### src/rtl/diff2d_pkg.sv
// ============================================================
// diff2d_pkg : shared state encoding and mode constants
// Rev 1.0
// ============================================================
`default_nettype none

package diff2d_pkg;

  typedef enum logic [1:0] {
    IDLE  = 2'd0,
    RUN   = 2'd1,
    FLUSH = 2'd2
  } state_t;

  localparam logic MODE_BWD = 1'b0;
  localparam logic MODE_FWD = 1'b1;

endpackage

`default_nettype wire

### src/rtl/line_delay.sv
// ============================================================
// line_delay : one-row shift register with newest/oldest/second-oldest taps
// Rev 1.0
// ============================================================
`default_nettype none

module line_delay #(
  parameter int WIDTH = 32,
  parameter int DEPTH = 64
) (
  input  logic             clk,
  input  logic             en,
  input  logic             clr,
  input  logic [WIDTH-1:0] din,
  output logic [WIDTH-1:0] newest,
  output logic [WIDTH-1:0] oldest,
  output logic [WIDTH-1:0] second_oldest
);

  logic [WIDTH-1:0] mem [DEPTH];

  // No reset: boundary rules in the consumer mask any stale contents.
  always_ff @(posedge clk) begin
    if (clr) begin
      for (int i = 0; i < DEPTH; i++) mem[i] <= '0;
    end else if (en) begin
      mem[0] <= din;
      for (int i = 1; i < DEPTH; i++) mem[i] <= mem[i-1];
    end
  end

  assign newest        = mem[0];
  assign oldest        = mem[DEPTH-1];
  assign second_oldest = mem[DEPTH-2];

endmodule

`default_nettype wire

### src/rtl/diff2d_stream.sv
// ============================================================
// diff2d_stream : streaming 2-D backward/forward difference (Dx, Dy)
// Rev 1.0
// ============================================================
`default_nettype none

module diff2d_stream
  import diff2d_pkg::*;
#(
  parameter int WIDTH = 32,
  parameter int COLS  = 64,
  parameter int ROWS  = 64
) (
  input  logic               i_clk,
  input  logic               i_reset_n,
  input  logic               i_start,
  input  logic               i_mode,
  input  logic [WIDTH-1:0]   i_data,
  input  logic               i_valid,
  output logic               o_ready,
  output logic [WIDTH:0]     o_datax,
  output logic [WIDTH:0]     o_datay,
  output logic               o_valid,
  input  logic               i_ready,
  output logic               o_last,
  output logic               o_busy
);

  localparam int CW = $clog2(COLS);
  localparam int RW = $clog2(ROWS);
  localparam logic [CW-1:0] COL_LAST = CW'(COLS - 1);
  localparam logic [RW-1:0] ROW_LAST = RW'(ROWS - 1);
  localparam logic signed [WIDTH:0] ZERO = '0;

  state_t state, state_nxt;
  logic            mode;
  logic [CW-1:0]   col;
  logic [RW-1:0]   row;
  logic [WIDTH-1:0] tap_new, tap_old, tap_old2, shift_din;
  logic            shift_en, line_clr, emit, last_nxt;
  logic            accept, consume, frame_end, flush_step, col_wrap, frame_last_px;
  logic signed [WIDTH:0] px, p_new, p_old, p_old2, dx_nxt, dy_nxt;

  line_delay #(.WIDTH(WIDTH), .DEPTH(COLS)) u_line (
    .clk          (i_clk),
    .en           (shift_en),
    .clr          (line_clr),
    .din          (shift_din),
    .newest       (tap_new),
    .oldest       (tap_old),
    .second_oldest(tap_old2)
  );

  assign px     = {i_data[WIDTH-1], i_data};
  assign p_new  = {tap_new[WIDTH-1], tap_new};
  assign p_old  = {tap_old[WIDTH-1], tap_old};
  assign p_old2 = {tap_old2[WIDTH-1], tap_old2};

  assign o_ready       = (state == RUN) && (!o_valid || i_ready);
  assign o_busy        = (state != IDLE);
  assign accept        = i_valid && o_ready;
  assign consume       = o_valid && i_ready;
  assign frame_end     = consume && o_last;
  assign col_wrap      = (col == COL_LAST);
  assign frame_last_px = col_wrap && (row == ROW_LAST);
  // Forward frames emit their final row here; backward frames only wait in FLUSH for o_last to drain.
  assign flush_step    = (state == FLUSH) && (mode == MODE_FWD) &&
                         (!o_valid || i_ready) && !(o_valid && o_last);

  always_comb begin
    state_nxt = state;
    emit      = 1'b0;
    last_nxt  = 1'b0;
    dx_nxt    = ZERO;
    dy_nxt    = ZERO;
    shift_en  = 1'b0;
    shift_din = i_data;
    line_clr  = 1'b0;
    case (state)
      IDLE: if (i_start) state_nxt = RUN;
      RUN: begin
        if (accept) begin
          shift_en = 1'b1;
          if (mode == MODE_BWD) begin
            emit     = 1'b1;
            dx_nxt   = (col == '0) ? ZERO : px - p_new;
            dy_nxt   = (row == '0) ? ZERO : px - p_old;
            last_nxt = frame_last_px;
          end else begin
            emit   = (row != '0);
            dx_nxt = col_wrap ? ZERO : p_old2 - p_old;
            dy_nxt = px - p_old;
          end
          if (frame_last_px) state_nxt = FLUSH;
        end
      end
      FLUSH: begin
        if (flush_step) begin
          emit      = 1'b1;
          shift_en  = 1'b1;
          shift_din = '0;
          dx_nxt    = col_wrap ? ZERO : p_old2 - p_old;
          last_nxt  = col_wrap;
        end else if (frame_end) begin
          line_clr  = 1'b1;
          state_nxt = i_start ? RUN : IDLE;
        end
      end
      default: state_nxt = IDLE;
    endcase
  end

  always_ff @(posedge i_clk or negedge i_reset_n) begin
    if (!i_reset_n) begin
      state   <= IDLE;
      mode    <= MODE_BWD;
      col     <= '0;
      row     <= '0;
      o_valid <= 1'b0;
      o_last  <= 1'b0;
      o_datax <= '0;
      o_datay <= '0;
    end else begin
      state <= state_nxt;
      if (i_start && (state == IDLE || frame_end)) mode <= i_mode;
      if (frame_end) begin
        col <= '0;
        row <= '0;
      end else if (accept || flush_step) begin
        col <= col_wrap ? '0 : col + 1'b1;
        if (accept && col_wrap) row <= (row == ROW_LAST) ? '0 : row + 1'b1;
      end
      if (emit) begin
        o_valid <= 1'b1;
        o_datax <= dx_nxt;
        o_datay <= dy_nxt;
        o_last  <= last_nxt;
      end else if (consume) begin
        o_valid <= 1'b0;
        o_last  <= 1'b0;
      end
    end
  end

endmodule

`default_nettype wire

### config.mk
export PLATFORM = sky130hd
export DESIGN_NAME = diff2d_stream
export DESIGN_NICKNAME = d
export VERILOG_FILES = /design/src/rtl/diff2d_pkg.sv /design/src/rtl/line_delay.sv /design/src/rtl/diff2d_stream.sv
export SDC_FILE = /design/constraint.sdc
export NUM_CORES = 2
export LEC_CHECK = 0
export ABC_CLOCK_PERIOD_IN_PS = 46600
export BUFFER_PORTS_ARGS = -buffer_cell sky130_fd_sc_hd__buf_2
export CORE_MARGIN = 5
export CORE_UTILIZATION = 57
export CTS_CLUSTER_DIAMETER = 30
export DETAILED_ROUTE_END_ITERATION = 12
export GPL_TIMING_DRIVEN = 0
export PLACE_DENSITY = 0.76
export RECOVER_POWER = 25
export SYNTH_ARGS = -nofsm -noshare
export SYNTH_HDL_FRONTEND = slang
export SYNTH_SLANG_ARGS = --single-unit
### constraint.sdc
create_clock -name i_clk -period 46.6 [get_ports i_clk]
set_input_delay 6.99 -clock i_clk [delete_from_list [all_inputs] [get_ports i_clk]]
set_output_delay 6.99 -clock i_clk [all_outputs]
set_load 0.02 [all_outputs]
Word-level counts from Yosys, hierarchy flattened
Memory sizes are Yosys's and may differ from the RTL's.
Cells that the tools add are included.
{ "totals": {"regBits": 83, "latchBits": 0, "ramBits": 2048, "rom_bits": 0, "output_inout_bits": 70, "word_cells": 224, "mem_count": 1} }
{ "classes": {"addsub": 5, "mul": 0, "n_div": 0, "magnitude_cmp": 0, "eq_ne": 9, "shifts": 0, "muxes": 111, "bitwise": 64, "n_reduce_logical": 26} }
{ "mem_list": {"columns": ["name", "depth", "width", "read_ports", "rd_clocked_by_memory_dff", "write_ports", "line", "source"], "rows": [
  ["u_line.mem", 64, 32, 64, 0, 64, "line_delay.sv:20", "logic [WIDTH-1:0] mem [DEPTH];"]
]} }
{ "ops": {"columns": ["operator", "count"], "rows": [
  ["two-way mux 32 bit", 66],
  ["two-way mux 33 bit", 9],
  ["subtractor 32 x 32 -> 33 bit", 3],
  ["case mux 33 bit (2 select lines)", 1],
  ["bitwise OR 1 bit", 64],
  ["two-way mux 6 bit", 7],
  ["two-way mux 1 bit", 19],
  ["adder 6 x 1 -> 6 bit (second input constant)", 2],
  ["== test 6 bit (second input constant)", 2],
  ["logical NOT 6 bit", 2],
  ["logical AND 1 bit", 11],
  ["two-way mux 2 bit", 5],
  ["inequality test 2 bit (second input constant)", 5],
  ["nonzero test 2 bit", 4],
  ["case mux 1 bit (2 select lines)", 3],
  ["case mux 2 bit (3 select lines)", 1],
  ["nonzero test 6 bit", 1],
  ["AND reduction 5 bit", 1],
  ["logical OR 1 bit", 3],
  ["== test 2 x 1 -> 1 bit (second input constant)", 1],
  ["== test 2 bit (second input constant)", 1],
  ["logical NOT 1 bit", 2],
  ["logical NOT 2 bit", 1],
  ["AND reduction 2 bit", 1]
]} }

Logic depth before layout (Yosys ltp)
{ "logic_depth": {"depth_word": 10, "ltp_mapped": 13, "depth_no_buf": 13} }

Cells and area by module
From an unflattened synthesis, not the netlist that was laid out.
{ "unflattened": {"cells_unflattened": 5747, "area_unflattened_um2": 88477.4} }
{ "modules_own_cells": {"columns": ["mod", "n_inst", "cells_per_inst", "area_each_um2", "seq_area_each_um2"], "rows": [
  ["line_delay", 1, 4541, 79212.2, 61499.0],
  ["diff2d_stream", 1, 1206, 9265.1, 2077.0]
]} }

Worst setup path after synthesis
No wires, ideal clock.
{ "synth_timing": {"kind": "input -> register", "from": "in i_ready", "to": "mem u_line.mem[0][0], enable pin", "arrival_ns": 40.815, "slack_ns": -8.050, "cell_stages": 6, "n_path_buf": 3, "path_cell_list": "and3_1 > clkbuf_1 > nand2_1 > clkbuf_1 > clkbuf_1 > nand2_1"} }
{ "synth_lines": {"columns": ["item", "line", "source"], "rows": [
  ["start, declared", "diff2d_stream.sv:24", "input logic i_ready,"],
  ["end, declared", "line_delay.sv:20", null]
]} }

Final worst setup path
{ "layout_timing": {"from": "in i_ready", "to": "out o_ready"} }
{ "layout_between": {"elab_chain_len": 2} }
{ "layout_lines": {"columns": ["item", "line", "source"], "rows": [
  ["logical OR 1 bit", "diff2d_stream.sv:59", "assign o_ready = (state == RUN) && (!o_valid || i_ready);"],
  ["logical AND 1 bit", "diff2d_stream.sv:59", null],
  ["end, declared", "diff2d_stream.sv:20", "output logic o_ready,"]
]} }
Every way passes these cells.

==> results.json <==
{
  "outcome": "complete, but fails checks",
  "violations": "capacitance limit, slew limit",
  "worstSetupPathType": "primary input to output pin",
  "most-common-layout-cells": "2,048 x edfxtp_1, 1,431 x and2_1, 592 x and2_0",
  "r2r_slack_ns": 40.35,
  "hpwl_um": 111000,
  "maxSlewHeadroom": -0.817,
  "whs_ns": 0.473,
  "final-seq-area_um2": 63600,
  "insertion_delay_ns": 0.91,
  "overflow": 0,
  "cts_inserted_buffers": 397,
  "layout_min_cycle_time_ns": 14.65,
  "cts_resized": 0,
  "clockBufferDepth": 4,
  "place_ws_ns": 31.98,
  "drv_cap": 4,
  "hold_class": "flop to flop",
  "die_area_um2": 155000,
  "netlist_instances": 5477,
  "viasPerCell": 5.34,
  "io_pins": 108,
  "cts_root_buffer": "clkbuf_16",
  "core_area_um2": 147000,
  "cts.sinks": 2131,
  "drive_gt1_frac": 0.117,
  "period_share": 0.314,
  "placed_cells": 7532,
  "synth_cell_types": 80,
  "yosysWarningCount": 0,
  "setup_ws_ns": 31.95,
  "crit_required_ns": 39.61,
  "reg2reg_depth": 11,
  "areaGrowthSynthToFinish_pct": 20.2,
  "fmax_ghz": 0.0683,
  "path_cells": "clkbuf_1 > nand2b_1 > and2_0 > buf_2",
  "wl_um": 175000,
  "syn_avg_cell_area_um2": 15.4,
  "htree_levels": 5,
  "tightest_slew_ns": 2.73,
  "syn-num-nets": 5622,
  "synth_ff_type": "edfxtp_1",
  "hold_violations": 0,
  "syn_area_um2": 84200,
  "grt_pass1_wl_um": 268000,
  "nets": 6146,
  "die_y_um": 394,
  "n_fill_cell": 8869,
  "critPathMaxFanout": 4,
  "whs_path_depth": 1,
  "multiInputGateArea_um2": 19200,
  "slew_violations": 104,
  "ys_ff_latch": 2131,
  "crit_arrival_ns": 7.66,
  "vdd_ir_drop_max_uv": 43.8,
  "rsz0062_at_grt": "no",
  "detail-route-antenna-nets": 0,
  "fin_util": 0.687,
  "drc": 0,
  "cp-start-kind": "primary input",
  "wire_per_inst_um": 21.2,
  "grt_pass1_vias": 45700,
  "layout_commonest_cell": "edfxtp_1",
  "fin_skew_ns": 0.0745,
  "postCtsHoldBufs": 0,
  "tns_ns": 0,
  "initial_core_util": 0.571,
  "drtIter0Drc": 3142,
  "io_buffer_count": 107,
  "cts_setup_buffers": 0,
  "place.gp.congestion": 0.879,
  "p_leak_nw": 35.9,
  "clk_pin_slew_ns": 0.05,
  "stdcell_count": 8252,
  "num_vias": 44100,
  "synthArstFlopShare": 0.0389,
  "end_kind": "output pin",
  "grt_max_degree": 141,
  "cts_tree": "yes",
  "setup_viol": 0,
  "synth-edff-count": 2048,
  "track_usage": 0.225,
  "rows": 141,
  "synth_seq_area_share": 0.755,
  "dr.pass1.iters": 5,
  "pwr_density_cell_nw_per_um2": 64.1,
  "antenna_found_initial": 8,
  "cp_slowest_stage_delay_ns": 0.20,
  "cpMaxStageDelayCell": "buf_2",
  "die_x_um": 394
}
==> layout make-up <==
class                           count  share of cell area
Sequential cell                  2131               0.628
Multi-Input combinational cell   2994               0.190
Clock buffer                      453               0.103
Clock inverter                    262              0.0324
Tap cell                         1930              0.0239
Buffer                            263             0.00993
Timing Repair Buffer              125             0.00906
Inverter                           89             0.00330
Antenna cell                        5            0.000124
==> worst max-delay path: cells and delay by family <==
family	cells	cell delay [ns]
and+or+nand+nor	2	0.34
buffers and inverters	2	0.33
==> cells by family after synthesis <==
kind of cell    Yosys count  share of synthesized area
xor+xnor                 80                    0.00833
buf+inv                 352                     0.0160
simple gates           2396                      0.171
mux                       4                   0.000535
compound gates          407                     0.0329
fa+ha+maj               107                     0.0162
flops                  2131                      0.755
==> registers in the layout (all words and copies together), names as in the netlist <==
signal / flops
u_line.mem: 2048
o_datax: 33
o_datay: 33
col: 6
row: 6
state: 2
mode: 1
o_last: 1
o_valid: 1
==> Yosys cell counts (5+ instances only) <==
library cell,n,share of area
edfxtp_1,2048,0.73
and2_1,2022,0.15
clkbuf_1,245,0.011
nand2_1,126,0.0056
nor2_1,110,0.0049
a21oi_1,106,0.0063
ha_1,104,0.015
inv_1,89,0.0040
o21ai_0,85,0.0051
dfrtp_1,83,0.025
xor2_1,43,0.0045
a21o_1,38,0.0034
xnor2_1,37,0.0039
nand3_1,29,0.0017
and3_1,21,0.0016
nand2b_1,16,0.0012
nor3_1,16,0.00095
a211oi_1,15,0.0013
a31oi_1,15,0.0011
nor2b_1,15,0.0011
o21a_1,14,0.0012
buf_2,11,0.00065
nand4_1,11,0.00082
o211ai_1,10,0.00089
o21ai_1,10,0.00059
o21bai_1,9,0.00080
o31ai_1,9,0.00080
a22o_1,8,0.00083
or3_1,8,0.00059
a221oi_1,7,0.00073
o22ai_1,7,0.00052
a22oi_1,6,0.00054
o21ai_2,5,0.00052
==> final timing paths <==
path / end / from
setup reg to reg: u_line.mem[0][310] / o_valid
min in group asynchronous: o_datay[12] / i_reset_n
setup / recovery: o_ready / i_ready
max in group asynchronous: o_datax[13] / i_reset_n
hold / removal: u_line.mem[1][232] / u_line.mem[1][200]
hold reg to reg: u_line.mem[1][232] / u_line.mem[1][200]
==> stage by stage <==
stage	area, µm²	power [mW]
after floorplan	84200	3.84
after global placement	87100	4.31
after detailed placement	87600	3.60
after CTS	101000	6.54
after global routing	101000	6.73
final	101000	6.49
==> metal layers <==
layer,part of all wire,track usage
met4,0.032,0.0809
met2,0.51,0.385
met1,0.41,0.292
met3,0.051,0.0421
met5,0,0
==> report_power, final <==
part / switching (mW) / leakage, nW / internal, mW
registers: 0.120 / 20.2 / 2.61
clock network: 0.956 / 6.58 / 1.95
logic: 0.580 / 9.10 / 0.268
(Power assumes the default switching activity.)
